### src/rtl/key_debouncer_if.sv
// Key bus between the raw push-button pins and the debouncer.
// The master drives the raw keys and receives the clean levels.
interface key_debouncer_if #(
  parameter int WIDTH = 4
);
  logic [WIDTH-1:0] raw;
  logic [WIDTH-1:0] clean;

  modport master (output raw, input clean);
  modport slave  (input raw, output clean);
endinterface

### src/rtl/key_debouncer.sv
// Multi-channel push-button conditioner.
// Each channel has a 2-flop synchroniser, then a stability-counter FSM that drives a registered clean level.
module key_debouncer #(
  parameter int WIDTH         = 4,
  parameter int STABLE_CYCLES = 250000,
  parameter bit ACTIVE_LOW    = 1'b1
) (
  input  logic             clk,
  input  logic             reset,
  key_debouncer_if.slave   kbus
);

  localparam int CNT_W = $clog2(STABLE_CYCLES + 1);
  localparam logic [CNT_W-1:0] CNT_ZERO = CNT_W'(0);
  localparam logic [CNT_W-1:0] CNT_ONE  = CNT_W'(1);
  localparam logic [CNT_W-1:0] CNT_LAST = CNT_W'(STABLE_CYCLES - 1);
  localparam logic [CNT_W-1:0] CNT_MAX  = {CNT_W{1'b1}};
  localparam logic             REL_LVL  = ACTIVE_LOW;

  localparam logic [1:0] RELEASED     = 2'd0;
  localparam logic [1:0] PRESS_PEND   = 2'd1;
  localparam logic [1:0] PRESSED      = 2'd2;
  localparam logic [1:0] RELEASE_PEND = 2'd3;

  for (genvar i = 0; i < WIDTH; i++) begin : g_ch
    logic             sync1_q, sync1_d;
    logic             sync2_q, sync2_d;
    logic             pressed_s;
    logic [1:0]       state_q, state_d;
    logic [CNT_W-1:0] cnt_q, cnt_d;
    logic             clean_q, clean_d;

    assign pressed_s     = ACTIVE_LOW ? ~sync2_q : sync2_q;
    assign kbus.clean[i] = clean_q;

    // Next-state logic; any reversal in a pending state discards the partial count.
    always_comb begin
      sync1_d = kbus.raw[i];
      sync2_d = sync1_q;
      state_d = state_q;
      cnt_d   = cnt_q;
      clean_d = clean_q;
      case (state_q)
        RELEASED: begin
          if (pressed_s) begin
            state_d = PRESS_PEND;
            cnt_d   = CNT_ZERO;
          end else begin
            state_d = RELEASED;
          end
        end
        PRESS_PEND: begin
          if (!pressed_s) begin
            state_d = RELEASED;
            cnt_d   = CNT_ZERO;
          end else if (cnt_q == CNT_LAST) begin
            state_d = PRESSED;
            cnt_d   = CNT_ZERO;
            clean_d = 1'b1;
          end else if (cnt_q != CNT_MAX) begin
            cnt_d = cnt_q + CNT_ONE;
          end else begin
            cnt_d = cnt_q;
          end
        end
        PRESSED: begin
          if (!pressed_s) begin
            state_d = RELEASE_PEND;
            cnt_d   = CNT_ZERO;
          end else begin
            state_d = PRESSED;
          end
        end
        RELEASE_PEND: begin
          if (pressed_s) begin
            state_d = PRESSED;
            cnt_d   = CNT_ZERO;
          end else if (cnt_q == CNT_LAST) begin
            state_d = RELEASED;
            cnt_d   = CNT_ZERO;
            clean_d = 1'b0;
          end else if (cnt_q != CNT_MAX) begin
            cnt_d = cnt_q + CNT_ONE;
          end else begin
            cnt_d = cnt_q;
          end
        end
        default: begin
          state_d = RELEASED;
          cnt_d   = CNT_ZERO;
          clean_d = 1'b0;
        end
      endcase
    end

    // Synchroniser flops reset to the released pin level so reset never looks like a press.
    always_ff @(posedge clk or posedge reset) begin
      if (reset) begin
        sync1_q <= REL_LVL;
        sync2_q <= REL_LVL;
        state_q <= RELEASED;
        cnt_q   <= CNT_ZERO;
        clean_q <= 1'b0;
      end else begin
        sync1_q <= sync1_d;
        sync2_q <= sync2_d;
        state_q <= state_d;
        cnt_q   <= cnt_d;
        clean_q <= clean_d;
      end
    end
  end

endmodule

### src/flat_wrapper.sv
// flat-port wrapper written by rule: the top's interface ports become plain ports
module key_debouncer_flat 
#(
  parameter int WIDTH         = 4,
  parameter int STABLE_CYCLES = 250000,
  parameter bit ACTIVE_LOW    = 1'b1
)
  (clk, reset, kbus_raw, kbus_clean);
  key_debouncer_if #(.WIDTH(WIDTH)) kbus_i ();
  input  logic clk;
  input  logic reset;
  input wire logic [$bits(kbus_i.raw)-1:0] kbus_raw;
  output wire logic [$bits(kbus_i.clean)-1:0] kbus_clean;
  assign kbus_i.raw = kbus_raw;
  assign kbus_clean = kbus_i.clean;
  key_debouncer #(.WIDTH(WIDTH), .STABLE_CYCLES(STABLE_CYCLES), .ACTIVE_LOW(ACTIVE_LOW)) u_core (.clk(clk), .reset(reset), .kbus(kbus_i));
endmodule
### config.mk
export PLATFORM = sky130hd
export DESIGN_NAME = key_debouncer_flat
export DESIGN_NICKNAME = d
export VERILOG_FILES = /design/src/rtl/key_debouncer_if.sv /design/src/rtl/key_debouncer.sv /design/src/flat_wrapper.sv
export SDC_FILE = /design/constraint.sdc
export NUM_CORES = 1
export LEC_CHECK = 0
export BUFFER_PORTS_ARGS = -buffer_cell sky130_fd_sc_hd__buf_2
export CORE_MARGIN = 1
export CORE_UTILIZATION = 25
export CTS_CLUSTER_DIAMETER = 50
export DETAILED_ROUTE_END_ITERATION = 6
export SKIP_LAST_GASP = 1
export SYNTH_ARGS = -nofsm -noshare
export SYNTH_HDL_FRONTEND = slang
export SYNTH_SLANG_ARGS = --single-unit
### constraint.sdc
create_clock -name clk -period 2.4 [get_ports clk]
set_input_delay 0.24 -clock clk [delete_from_list [all_inputs] [get_ports clk]]
set_output_delay 0.24 -clock clk [all_outputs]
set_load 0.01 [all_outputs]
# After elaboration in Yosys (flattened, before gate mapping)

Cells that the tools add are included.
Widths: inputs -> output; s select.

Register bits: 92
Bits in latches: 0
RAM bits: 0
Memory bits (read-only): 0
Input bits: 6
Word-level logic and storage cells: 172
Memories: 0

$add $sub $neg: 4
Multiply operators: 0
Divide/modulo/power cells: 0
Order comparisons: 0
Eq/ne operators: 52
Shift-type cells: 0
Mux-type cells: 76
Bitwise logic cells: 0
Reduce and logical (&&, ||, !) cells: 20

Operator list:

| cell                  | number |
|---|---|
| $mux 18               | 24 |
| $pmux 18 s4           | 4 |
| $add 18x1->18 const B | 4 |
| $eq 18x18->1 const B  | 4 |
| $ne 18x18->1 const B  | 4 |
| $mux 2                | 16 |
| $ne 2x1->1 const B    | 16 |
| $pmux 2 s4            | 4 |
| $mux 1                | 24 |
| $reduce_and 5->1      | 4 |
| $eq 2x2->1 const B    | 8 |
| $ne 2x2->1 const B    | 8 |
| $reduce_and 2->1      | 8 |
| $ne 3x1->1 const B    | 4 |
| $ne 3x3->1 const B    | 4 |
| $eq 2x1->1 const B    | 4 |
| $logic_not 2->1       | 4 |
| $pmux 1 s2            | 4 |
| $reduce_bool 2->1     | 4 |

# Longest topological paths before layout

Word-level depth: 5
Gate-level depth with buffers: 7
Depth with buffers taken out: 6

# Worst setup path after synthesis

No wires, ideal clock.

Path type: flip-flop to flip-flop
From: register u_core.g_ch[3].cnt_q[8]
To: register u_core.g_ch[3].cnt_q[8]
Setup time: 0.129 ns
Arrival: 1.823 ns
Required time: 2.271 ns
Setup slack: 0.448 ns
Stages on the path, launching flop included: 8
Path buffers: 2
Period minus slack after synthesis: 1.952 ns
Path through: dfrtp_1 > buf_6 > or4b_4 > nor4_4 > a21oi_2 > buf_6 > o221ai_2 > o31ai_1

Cells in the longest elaborated chain, start to end: 5

RTL lines:

| item                                                 | line                                     | source |
|---|---|---|
| from (decl)                                          | key_debouncer.sv:30                      | `logic [CNT_W-1:0] cnt_q, cnt_d;` |
| from (signal assigned)                               | key_debouncer.sv:108                     | `cnt_q <= cnt_d;` |
| $add 18x1->18 / $ne 18x18->1 (equally long branches) | --                                       |  |
| $mux 18                                              | key_debouncer.sv:60, key_debouncer.sv:82 |  |
| $mux 18 *                                            | key_debouncer.sv:78                      | `end else if (cnt_q == CNT_LAST) begin` |
| $mux 18, on equally long branches                    | key_debouncer.sv:75, key_debouncer.sv:53 |  |
| $pmux 18 s4 *                                        | key_debouncer.sv:43                      | `case (state_q)` |

Mark *: on every way between the ends. The rest lies on a longest branch, timed or not.
A chain may end at the register's enable or synchronous reset.

# Worst setup path in the final report

From: register u_core.g_ch[3].cnt_q[13]
To: register u_core.g_ch[3].cnt_q[1]

Cells in the longest elaborated chain, start to end: 5

RTL lines:

| item                              | line |
|---|---|
| $ne 18x18->1                      | key_debouncer.sv:60, key_debouncer.sv:82 |
| $mux 18                           | -- |
| $mux 18 *                         | key_debouncer.sv:78 |
| $mux 18, on equally long branches | key_debouncer.sv:75, key_debouncer.sv:53 |
| $pmux 18 s4 *                     | key_debouncer.sv:43 |

Marks and branches as above.

==> summary.txt <==
Outcome
  – Status: finished, final reports clean

Routing
  – WL per Instance: 13.47 µm
  – DRC: 0
  – Vias/cell: 5.043
  – TritonRoute pass-1 iters: 5
  – 1st-iter DRT viols: 277
  – Detailed-route via count: 4,256
  – Uppermost layer routed: met4
  – WL met2: 5.244 mm
  – Final wirelength: 11.37 mm
  – M1 WL: 5.662 mm
  – Post-DRT Antenna Nets: 0
  – Met3 Wirelength: 380 µm

Timing
  – Pins Over Slew Limit: 0
  – RSZ-0062 raised after global routing: false
  – Slew of the pin with the lowest slew margin: 0.7716 ns
  – F_max: 471.0 MHz
  – Endpoints failing setup: 0
  – Slew HR: 48.37%
  – WHS: 0.3522 ns
  – Final Hold Viols: 0
  – Setup TNS: 0 ns
  – Worst clock skew: 0.01134 ns
  – Period utilisation layout: 88.47%
  – Fin crit period: 2.123 ns

Clocking
  – Setup Buffers After CTS: 0
  – H-Tree Depth: 3
  – Worst-path clk slew: 0.07 ns
  – Root buf cell: clkbuf_16
  – CTS tree: done
  – Clk buf depth: 2
  – Clk_lat worst skew: 0.35 ns
  – CTS buffer count: 9
  – Sink Count: 92

Power and ir drop
  – Max VDD drop: 0.3263 mV
  – PwrDens: 556.6 nW/µm²
  – Total chip power: 3.268 mW
  – P_leak: 2.199 nW

Critical path
  – Worst Path Max Fanout: 10
  – CP peak stage delay: 0.56 ns
  – Slowest cell on crit path: or4b_4
  – Worst R2R Start: u_core.g_ch[3].cnt_q[13]$_DFFE_PP0P_
  – FF-to-FF End: u_core.g_ch[3].cnt_q[1]$_DFFE_PP0P_
  – Cell family contributing the most delay on the critical path: simple AND/OR/NAND/NOR gates
  – Buf+Inv Stages, Crit Path: 0
  – Reg2Reg Depth: 5
  – CP Capture Type: flip-flop
  – Critical path class: flip-flop to flip-flop
  – Worst setup SP type: flip-flop
  – Worst-path cell chain: or4b_4 -> nor4_4 -> a21o_1 -> o21ai_2 -> a32o_1
  – Crit. Startpoint: u_core.g_ch[3].cnt_q[13]$_DFFE_PP0P_
  – Worst EP arrival: 2.37 ns
  – R2r setup slk: 0.28 ns
  – Critical Path RT: 2.65 ns

Yosys
  – Gate Count Post-Synth: 549
  – Synthesized Nets: 559
  – Commonest cells in the netlist: dfrtp_1, nor2_1, nand2_1
  – Synth unique cells: 68
  – Netlist Area Pre-Place: 5130 µm²
  – Ys Warns: 0
  – EDFF count, synth: 0
  – Post-Synth Adder-Cell Area: 0.9756%
  – Synthesized area per cell: 9.344 µm²
  – Count leader, synth: dfrtp_1
  – Proportion of netlist area held by the largest area contributor: 40.98%
  – Post-synthesis simple-gate area fraction: 23.71%
  – #FFs+latches synth: 92
  – Post-Synth XOR/XNOR Area: 5.122%
  – Compound-cell area share of the yosys netlist: 20.56%
  – Largest area contributor in the netlist: dfrtp_1
  – Sequential area share after synthesis: 45.07%
  – Async S/R FF share, synth: 100.0%
  – Synth area leaders: dfrtp_1, xnor2_1, dfstp_2
  – Mux share of post-synthesis cell area: 0.5854%
  – Post-synth top flop: dfrtp_1
  – Largest family of logic cells by synthesized area: simple AND/OR/NAND/NOR gates

Hold path
  – Hold Path End: u_core.g_ch[2].sync2_q$_DFF_PP1_
  – Hold Crit Class: flip-flop to flip-flop
  – WHS Path Cells: 0
  – Worst Hold Launch: u_core.g_ch[2].sync1_q$_DFF_PP1_

GRT
  – Gr usage total: 11.43%
  – First-pass GRT wire length: 20.02 mm
  – Pin count of the biggest net entering global routing: 50
  – Initial antenna violation count: 0
  – Total grt overflow: 0
  – Vias in the first global route: 4,175

Floorplan
  – Die W: 145.2 µm
  – Die Area: 21,100 µm²
  – Site row count: 52
  – Core area: 20,170 µm²
  – Initial Utilization: 25.43%
  – IO Pins: 10
  – Chip height: 145.2 µm

Layout
  – Share of cells above drive strength 1: 12.20%
  – Nets@finish: 579
  – Fin area: 5872 µm²
  – Final-layout fill cell count: 2,147
  – Ant. Diodes: 0
  – Area Growth Syn to Fin: 14.46%

Job
  – Max_cap viols: 0

Placement
  – Port Buffer Count: 9
  – Detailed placement HPWL: 7.770 mm
  – Placed inst area: 5535 µm²
  – Routability congestion estimate: 0.8166
[metal layers]
metal | GRT usage [%] | vias up
li1 | - | 2125
met4 | 2.737 | 0
met5 | 0 | -
met1 | 15.50 | 2058
met2 | 17.96 | 67
met3 | 3.145 | 6
[report_power, final]
group / switching (mW) / internal [mW] / leakage (nW) / total [mW]
clock: 0.658 / 0.717 / 0.133 / 1.38
sequential: 0.0516 / 1.60 / 1.24 / 1.65
combinational: 0.147 / 0.0920 / 0.825 / 0.239
[what timing repair did]
item,4_1_cts,5_1_grt
endpoints found under the setup margin,0,5
hold buffers,5,0
resized for setup,0,1
hold endpoints to repair,11,0
[layout make-up]
type / count / area [µm²] / area share, %
inverters: 18 / 71.32 / 1.215
multi-input cells: 415 / 2616 / 44.56
clock buffers: 9 / 225.2 / 3.836
repair buffers: 33 / 250.2 / 4.262
flip-flops and latches: 92 / 2312 / 39.38
well taps: 270 / 337.8 / 5.753
clock inverters: 7 / 58.81 / 1.001
[flip-flops by register name, indices dropped and copies added, names as in the netlist, named ones only]
name                 count
u_core.g_ch.sync2_q      4
u_core.g_ch.cnt_q       72
u_core.g_ch.sync1_q      4
u_core.g_ch.clean_q      4
u_core.g_ch.state_q      4
[metrics by stage]
stage	cells	utilization, %	setup WS [ns]
floorplan	549	-	0.4482
global placement	823	27.44	0.1824
detailed placement	823	27.44	0.1526
CTS	844	29.10	0.1234
global route	844	29.11	0.06645
finish	844	29.11	0.2768
[layout by cell type (no fill, tap or decap), types with 5 or more instances in the layout]
| cell type | count |
|---|---|
| dfrtp_1 | 84 |
| nor2_1 | 48 |
| nand2_1 | 47 |
| a21oi_1 | 35 |
| xnor2_1 | 28 |
| o21ai_0 | 25 |
| nand3_1 | 24 |
| nand4_1 | 22 |
| a31oi_1 | 22 |
| buf_4 | 18 |
| inv_1 | 17 |
| nor3_1 | 17 |
| and4_1 | 11 |
| nor4_1 | 10 |
| clkbuf_16 | 9 |
| buf_2 | 9 |
| dfstp_2 | 8 |
| and3_1 | 7 |
| a211oi_1 | 7 |
| and2_1 | 5 |
| a2111oi_0 | 5 |
| o211ai_1 | 5 |
| dlygate4sd3_1 | 5 |
[how the worst max path moves through the flow]
stage / cells past startpoint / to
finish: 5 / u_core.g_ch[3].cnt_q[1]$_DFFE_PP0P_
global route: 7 / u_core.g_ch[0].cnt_q[8]$_DFFE_PP0P_
CTS: 6 / u_core.g_ch[0].cnt_q[2]$_DFFE_PP0P_
detailed placement: 6 / u_core.g_ch[0].cnt_q[2]$_DFFE_PP0P_
global placement: 6 / u_core.g_ch[0].cnt_q[2]$_DFFE_PP0P_
floorplan: 7 / u_core.g_ch[3].cnt_q[8]$_DFFE_PP0P_
[kinds of logic after synthesis]
kind of cell	after synthesis
fa+ha+maj	4
mux	3
simple gates	225
xor+xnor	30
buf+inv	42
flops	92
compound gates	153
No activity file was read; power rests on OpenSTA's default activity.
